==> src/rtl/wallace_16bit_seq_multiplier_if.sv <==
// wallace_16bit_seq_multiplier_if: start/operand/result bundle for the sequential multiplier
interface wallace_16bit_seq_multiplier_if;
  logic start;
  logic [15:0] multiplicand;
  logic [15:0] multiplier;
  logic busy;
  logic done;
  logic [31:0] result;
  modport master(output start, multiplicand, multiplier, input busy, done, result);
  modport slave(input start, multiplicand, multiplier, output busy, done, result);
endinterface

==> src/rtl/wallace_16bit_seq_multiplier.sv <==
// wallace_16bit_seq_multiplier: 16x16 unsigned multiply via one shared 8x8 Wallace array over four cycles
module wallace_8bit_multiplier (
  input  logic [7:0]  a,
  input  logic [7:0]  b,
  output logic [15:0] p
);
  logic [15:0] pp [8];
  logic [15:0] s0, c0, s1, c1, s2, c2, s3, c3, s4, c4, s5, c5;
  function automatic logic [31:0] csa(input logic [15:0] x, input logic [15:0] y, input logic [15:0] z);
    csa = {x ^ y ^ z, ((x & y) | (x & z) | (y & z)) << 1};
  endfunction
  for (genvar g = 0; g < 8; g++) begin : g_pp
    assign pp[g] = b[g] ? ({8'b0, a} << g) : 16'b0;
  end
  // 8 -> 6 -> 4 -> 3 -> 2 rows, then one carry-propagate add; the product fits 16 bits so carries past bit 15 are zero
  assign {s0, c0} = csa(pp[0], pp[1], pp[2]);
  assign {s1, c1} = csa(pp[3], pp[4], pp[5]);
  assign {s2, c2} = csa(s0, c0, s1);
  assign {s3, c3} = csa(c1, pp[6], pp[7]);
  assign {s4, c4} = csa(s2, c2, s3);
  assign {s5, c5} = csa(s4, c4, c3);
  assign p = s5 + c5;
endmodule

module wallace_16bit_seq_multiplier #(
  parameter int DATA_WIDTH = 16
) (
  input logic clk,
  input logic rst_n,
  wallace_16bit_seq_multiplier_if.slave bus
);
  localparam int H = DATA_WIDTH / 2;
  localparam int W = 2 * DATA_WIDTH;
  typedef enum logic [1:0] {IDLE, MUL, DONE} state_t;
  state_t state_q, state_d;
  logic [DATA_WIDTH-1:0] a_q, b_q;
  logic [W-1:0] acc_q, result_q, sum;
  logic [1:0] step_q;
  logic [H-1:0] a_sel, b_sel;
  logic [DATA_WIDTH-1:0] p;
  // step[1] picks the A half, step[0] the B half, so the mux depends only on registered state
  assign a_sel = step_q[1] ? a_q[DATA_WIDTH-1:H] : a_q[H-1:0];
  assign b_sel = step_q[0] ? b_q[DATA_WIDTH-1:H] : b_q[H-1:0];
  wallace_8bit_multiplier u_arr (.a(a_sel), .b(b_sel), .p(p));
  assign sum = acc_q + ({{DATA_WIDTH{1'b0}}, p} << (step_q == 2'd0 ? 5'd0 : step_q == 2'd3 ? 5'd16 : 5'd8));
  assign bus.busy = state_q != IDLE;
  assign bus.done = state_q == DONE;
  assign bus.result = result_q;
  // state register
  always_ff @(posedge clk or negedge rst_n)
    if (!rst_n) state_q <= IDLE;
    else state_q <= state_d;
  // next state: start only matters in IDLE, DONE always falls back to IDLE
  always_comb begin
    state_d = state_q;
    state_d = state_q == IDLE ? (bus.start ? MUL : IDLE) : state_q == MUL ? (step_q == 2'd3 ? DONE : MUL) : IDLE;
  end
  // operand capture, accumulation and result load on the last step
  always_ff @(posedge clk or negedge rst_n)
    if (!rst_n) begin
      a_q <= '0;
      b_q <= '0;
      acc_q <= '0;
      step_q <= '0;
      result_q <= '0;
    end else if (state_q == IDLE && bus.start) begin
      a_q <= bus.multiplicand;
      b_q <= bus.multiplier;
      acc_q <= '0;
      step_q <= '0;
    end else if (state_q == MUL) begin
      acc_q <= sum;
      step_q <= step_q + 2'd1;
      if (step_q == 2'd3) result_q <= sum;
    end
endmodule

==> src/flat_wrapper.sv <==
// flat-port wrapper written by rule: the top's interface ports become plain ports
module wallace_16bit_seq_multiplier_flat 
#(
  parameter int DATA_WIDTH = 16
)
  (clk, rst_n, bus_start, bus_multiplicand, bus_multiplier, bus_busy, bus_done, bus_result);
  wallace_16bit_seq_multiplier_if bus_i ();
  input logic clk;
  input logic rst_n;
  input wire logic [$bits(bus_i.start)-1:0] bus_start;
  input wire logic [$bits(bus_i.multiplicand)-1:0] bus_multiplicand;
  input wire logic [$bits(bus_i.multiplier)-1:0] bus_multiplier;
  output wire logic [$bits(bus_i.busy)-1:0] bus_busy;
  output wire logic [$bits(bus_i.done)-1:0] bus_done;
  output wire logic [$bits(bus_i.result)-1:0] bus_result;
  assign bus_i.start = bus_start;
  assign bus_i.multiplicand = bus_multiplicand;
  assign bus_i.multiplier = bus_multiplier;
  assign bus_busy = bus_i.busy;
  assign bus_done = bus_i.done;
  assign bus_result = bus_i.result;
  wallace_16bit_seq_multiplier #(.DATA_WIDTH(DATA_WIDTH)) u_core (.clk(clk), .rst_n(rst_n), .bus(bus_i));
endmodule
==> config.mk <==
export PLATFORM = sky130hd
export DESIGN_NAME = wallace_16bit_seq_multiplier_flat
export DESIGN_NICKNAME = d
export VERILOG_FILES = /design/src/rtl/wallace_16bit_seq_multiplier_if.sv /design/src/rtl/wallace_16bit_seq_multiplier.sv /design/src/flat_wrapper.sv
export SDC_FILE = /design/constraint.sdc
export NUM_CORES = 1
export LEC_CHECK = 0
export ABC_AREA = 1
export CAP_MARGIN = 10
export CORE_UTILIZATION = 45
export DETAILED_ROUTE_END_ITERATION = 12
export DONT_BUFFER_PORTS = 1
export SYNTH_ARGS = -nofsm -noshare
export SYNTH_HDL_FRONTEND = slang
export SYNTH_SLANG_ARGS = --single-unit
==> constraint.sdc <==
create_clock -name clk -period 5.9 [get_ports clk]
set_clock_uncertainty 0.15 [all_clocks]
set_input_delay 1.18 -clock clk [delete_from_list [all_inputs] [get_ports clk]]
set_output_delay 1.18 -clock clk [all_outputs]
set_load 0.005 [all_outputs]
Word-level counts from Yosys, hierarchy flattened
Index checks and enable logic that the tools add are counted.
{ "op_classes": {"add_sub_neg": 3, "eq_ne": 3, "shift": 1, "n_mux": 20, "bitwise_logic": 43, "reduce_logical": 6} }
{ "op_table": {"columns": ["cell", "count"], "rows": [
  ["$mux W32", 2],
  ["$or A15 B15 Y15", 4],
  ["$and A14 B15 Y15", 3],
  ["$and A15 B15 Y15", 3],
  ["$add A32 B32 Y32", 1],
  ["$shl A16 B5 Y32", 1],
  ["$or A14 B15 Y15", 2],
  ["$xor A14 B15 Y15", 2],
  ["$and A11 B13 Y13", 2],
  ["$or A13 B13 Y13", 2],
  ["$mux W8", 3],
  ["$add A16 B16 Y16", 1],
  ["$xor A15 B16 Y16", 1],
  ["$xor A16 B16 Y16", 1],
  ["$and A13 B15 Y15", 1],
  ["$mux W15", 1],
  ["$and A13 B14 Y14", 1],
  ["$and A14 B14 Y14", 1],
  ["$mux W14", 1],
  ["$xor A13 B14 Y14", 1],
  ["$xor A14 B14 Y14", 1],
  ["$and A10 B13 Y13", 1],
  ["$and A12 B13 Y13", 1],
  ["$mux W13", 1],
  ["other kinds (30)", 38]
]} }
{ "totals": {"regBits": 100, "in_bits": 35, "out_inout_bits": 34, "wordCells": 82} }

Depth between registers and ports, before layout
{ "logic_depth": {"word_depth": 19, "mapped_depth": 36, "depth_no_buf": 35} }

Modules after synthesis
A second synthesis with hierarchy kept.
{ "hier_totals": {"hier_cells": 1270, "hier_area_um2": 8689.6} }
{ "modules_own_cells": {"columns": ["mod", "n_inst", "cells_each", "area_each_um2"], "rows": [
  ["wallace_16bit_seq_multiplier", 1, 960, 6611.3],
  ["wallace_8bit_multiplier", 1, 310, 2078.2]
]} }

Least setup slack after synthesis
No wires, ideal clock.
{ "synth_path": {"path_type": "flip-flop to flip-flop", "start": "register u_core.step_q[1]", "end": "register u_core.acc_q[23]", "setup_ns": 0.117, "t_arrival_ns": 5.866, "required_time_ns": 5.633, "path_slack_ns": -0.233, "stages_incl_launch_ff": 34, "path_buffers": 1, "cell_sequence": "dfrtp_1 > buf_2 > inv_1 > or2_2 > o21ai_0 > nor2_1 > fa_1 > inv_1 > fa_1 > fa_1 > fa_1 > inv_1 > ha_1 > a21oi_2 > nand2_1 > a31oi_2 > nor2_1 > nor2_1 > xor2_1 > nand2_1 > o21ai_1 > nor2_1 > ha_1 > nand2_1 > inv_2 > nand2_1 > inv_1 > a21oi_2 > nand2_2 > nand2_1 > nand2_1 > or2_1 > nand3_1 > nand2_1"} }
{ "synth_via": {"elab_chain_cells": 19} }
{ "synth_rtl": {"columns": ["element", "line_no", "rtl"], "rows": [
  ["start, declared", "wallace_16bit_seq_multiplier.sv:38", "logic [1:0] step_q;"],
  ["start signal, assigned", "wallace_16bit_seq_multiplier.sv:73", "step_q <= step_q + 2'd1;"],
  ["$mux W8", "wallace_16bit_seq_multiplier.sv:42", "assign a_sel = step_q[1] ? a_q[DATA_WIDTH-1:H] : a_q[H-1:0];"],
  ["$mux W8 (tied with other cells)", "wallace_16bit_seq_multiplier.sv:13", "assign pp[g] = b[g] ? ({8'b0, a} << g) : 16'b0;"],
  ["$and A8 B9 Y9 / $and A8 B10 Y10 (equally long branches)", "wallace_16bit_seq_multiplier.sv:10", "csa = {x ^ y ^ z, ((x & y) | (x & z) | (y & z)) << 1};"],
  ["$or A9 B10 Y10", "wallace_16bit_seq_multiplier.sv:10", null],
  ["$or A10 B10 Y10", "wallace_16bit_seq_multiplier.sv:10", null],
  ["$and A10 B11 Y11", "wallace_16bit_seq_multiplier.sv:10", null],
  ["$or A11 B13 Y13", "wallace_16bit_seq_multiplier.sv:10", null],
  ["$or A13 B13 Y13", "wallace_16bit_seq_multiplier.sv:10", null],
  ["[... 2 more ...]", null, null],
  ["$or A15 B15 Y15", "wallace_16bit_seq_multiplier.sv:10", null],
  ["$and A15 B15 Y15", "wallace_16bit_seq_multiplier.sv:10", null],
  ["$or A15 B15 Y15 (2 in a row)", "wallace_16bit_seq_multiplier.sv:10", null],
  ["$add A16 B16 Y16", "wallace_16bit_seq_multiplier.sv:22", "assign p = s5 + c5;"],
  ["$shl A16 B5 Y32 *", "wallace_16bit_seq_multiplier.sv:45", "assign sum = acc_q + ({{DATA_WIDTH{1'b0}}, p} << (step_q == 2'd0 ? 5'd0 : step_q == 2'd3 ? 5'd16 : 5'd8));"],
  ["$add A32 B32 Y32 *", "wallace_16bit_seq_multiplier.sv:45", null],
  ["$mux W32 *", "wallace_16bit_seq_multiplier.sv:71", "end else if (state_q == MUL) begin"],
  ["$mux W32 *", "wallace_16bit_seq_multiplier.sv:66", "end else if (state_q == IDLE && bus.start) begin"],
  ["end signal, assigned", "wallace_16bit_seq_multiplier.sv:72", "acc_q <= sum;"],
  ["end, declared", "wallace_16bit_seq_multiplier.sv:37", "logic [W-1:0] acc_q, result_q, sum;"]
]} }
Every way passes the cells marked *; elsewhere a longest branch is shown, timed or not. The select of a mux whose other input is x is not followed.
A chain may end at the register's enable or synchronous reset.

Worst setup path after layout
{ "layout_path": {"start": "register u_core.step_q[1]", "end": "register u_core.acc_q[29]"} }
Same word-level chain as after synthesis.

==> reports/metrics.yaml <==
failed_checks: "setup timing"
worst_pin_slew_ns: 1.180
timing_hold_violations_final: 0
drt_iter0_drc: 619
grt_overflow: 0
final_area_mm2: 0.01111
vias_per_cell: 5.362
cts_hold_buf: 0
drv_slew: 0
critPathSlowestCell: "fa_1"
grt_pass1_wl_um: 38820
start_util_pct: 46.39
wl_per_cell_um: 17.30
async_reset_ff_share_pct: 100.0
critPathMaxFanout: 6
period_share_pct: 105.6
antenna_found_initial: 1
wirelength_um: 24360
syn-num-nets: 1153
syn-mean-instance-area_um2: 7.922
ys_warn_count: 0
grt_pass1_vias: 7376
final_common_cell: "nand2_1"
clkSinkCount: 100
synth-seq-cells: 100
dpl.hpwl_um: 17910
timing.critical_path.buf_inv: 6
clk_path_buf_depth: 2
status: "complete, but fails checks"
die-area_mm2: 0.01850
die_w_um: 136
worst_setup_path_end_kind: "flip-flop"
maxClockFrequency_mhz: 160.5
cp_top_family: "adder cells"
mostFrequentLayoutCells: "nand2_1, buf_4, dfrtp_1"
setup_ws_ns: -0.3304
synth.area.top_cells: "dfrtp_1, nand2_1, fa_1"
drt-pass1-iter-count: 7
core-area_mm2: 0.01742
routabilityCongestion: 0.9560
netlist.area_leader.share_pct: 30.97
post_synth_num_cell_types: 42
port_buffers: 0
synth_edf_count: 0
syn2layout_area_growth_pct: 37.44
rsz0062_at_grt: "true"
finalSetupViolCount: 37
detail-route-antenna-nets: 0
antenna_cells: 0
cts-root-buf: "clkbuf_16"
hold_class: "in -> async"
drc: 0
place_area_mm2: 0.009385
cp_common_cell: "fa_1"
clkTransAtPathRegs_ns: 0.09
finish.net_count: 1311
synthFlopType: "dfrtp_1"
grt_max_degree: 101
rows: 48
cap_violations: 0
min_period_ns: 6.230
syn_area_mm2: 0.008080
die_y_um: 136
insertion_delay_ns: 0.37
pin_count: 69
synthCells: 1020
synth_largest_area_cell: "dfrtp_1"
crit_type: "reg -> reg"
timing.critical_path.required_ns: 6.00
relSlewSlack_pct: 21.25
yosysSeqAreaShare_pct: 30.97
grt_usage_pct: 27.52
htreeDepth: 3
cp-start-kind: "flip-flop"
crit_arrival_ns: 6.33
num_vias: 7550
slowest_delay_ns: 0.57
cts_tree: "done"
cts_made_buffers: 9
drive_gt1_share_pct: 41.42
## Yosys cell counts, types with 13 or more instances
cell	count
nand2_1	243
nor2_1	120
inv_1	109
dfrtp_1	100
ha_1	58
o21ai_0	57
nand3_1	51
fa_1	40
a21oi_1	34
mux2_2	32
or2_2	16
o21ai_1	13
xnor2_1	13
## sequential cells by signal, summed over array words and instances, names as in the netlist
register,flops
u_core.a_q,16
u_core.acc_q,32
u_core.b_q,16
u_core.bus.result,32
u_core.state_q,2
u_core.step_q,2
## cell families after synthesis
family          count (synthesis)  share of synthesized area [%]
simple gates                  485                          25.78
compound gates                139                          9.956
buf+inv                       136                          6.534
flops                         100                          30.97
fa+ha+maj                      98                          18.89
mux                            42                          5.698
xor+xnor                       20                          2.168
## layout make-up
| type | instances | area, µm² |
|---|---|---|
| Clock buffer | 9 | 225.2 |
| Clock inverter | 7 | 83.83 |
| Fill cell | 1457 | 6311 |
| Inverter | 114 | 437.9 |
| Multi-Input combinational cell | 784 | 6237 |
| Sequential cell | 100 | 2502 |
| Tap cell | 225 | 281.5 |
| Timing Repair Buffer | 169 | 1338 |
## worst paths after layout
kind	from	to	depth (start not counted)	slack, ns
max in group asynchronous	rst_n	u_core.acc_q[28]	0	5.11
max	u_core.step_q[1]	u_core.acc_q[29]	27	-0.33
max reg2reg	u_core.step_q[1]	u_core.acc_q[29]	27	-0.33
min reg2reg	u_core.acc_q[0]	u_core.acc_q[0]	2	0.35
min in group clk	u_core.acc_q[0]	u_core.acc_q[0]	2	0.35
min	rst_n	u_core.a_q[9]	0	0.35
## routing by layer
metal,part of all wire (%),GRT usage [%],wire (µm)
met5,0,0,0
met4,1.6,7.037,389
met1,48,40.20,11690
met3,5.4,3.803,1314
met2,45,42.55,10970
## per-stage QoR
| step | util (%) | TNS [ns] | cells | setup WS, ns | hold WS, ns |
|---|---|---|---|---|---|
| global placement | 53.89 | -9.791 | 1356 | -0.3940 | 0.3244 |
| global route | 63.76 | -14.97 | 1408 | -0.5898 | 0.3342 |
| detailed placement | 53.89 | -11.83 | 1356 | -0.4260 | 0.3252 |
| finish | 63.76 | -4.247 | 1408 | -0.3304 | 0.3474 |
| CTS | 60.95 | -2.658 | 1398 | -0.1609 | 0.3403 |
| floorplan | - | 0 | 1020 | 0.01400 | 0.3031 |
## repair_timing
item                                    CTS  global route
gates resized for setup                 185           104
pin swaps                                92            74
buffers inserted                         28            13
endpoints found under the setup margin   44            50
Power is not shown: default switching activity piles up to over one toggle a cycle in this logic, so the estimate is an artifact.
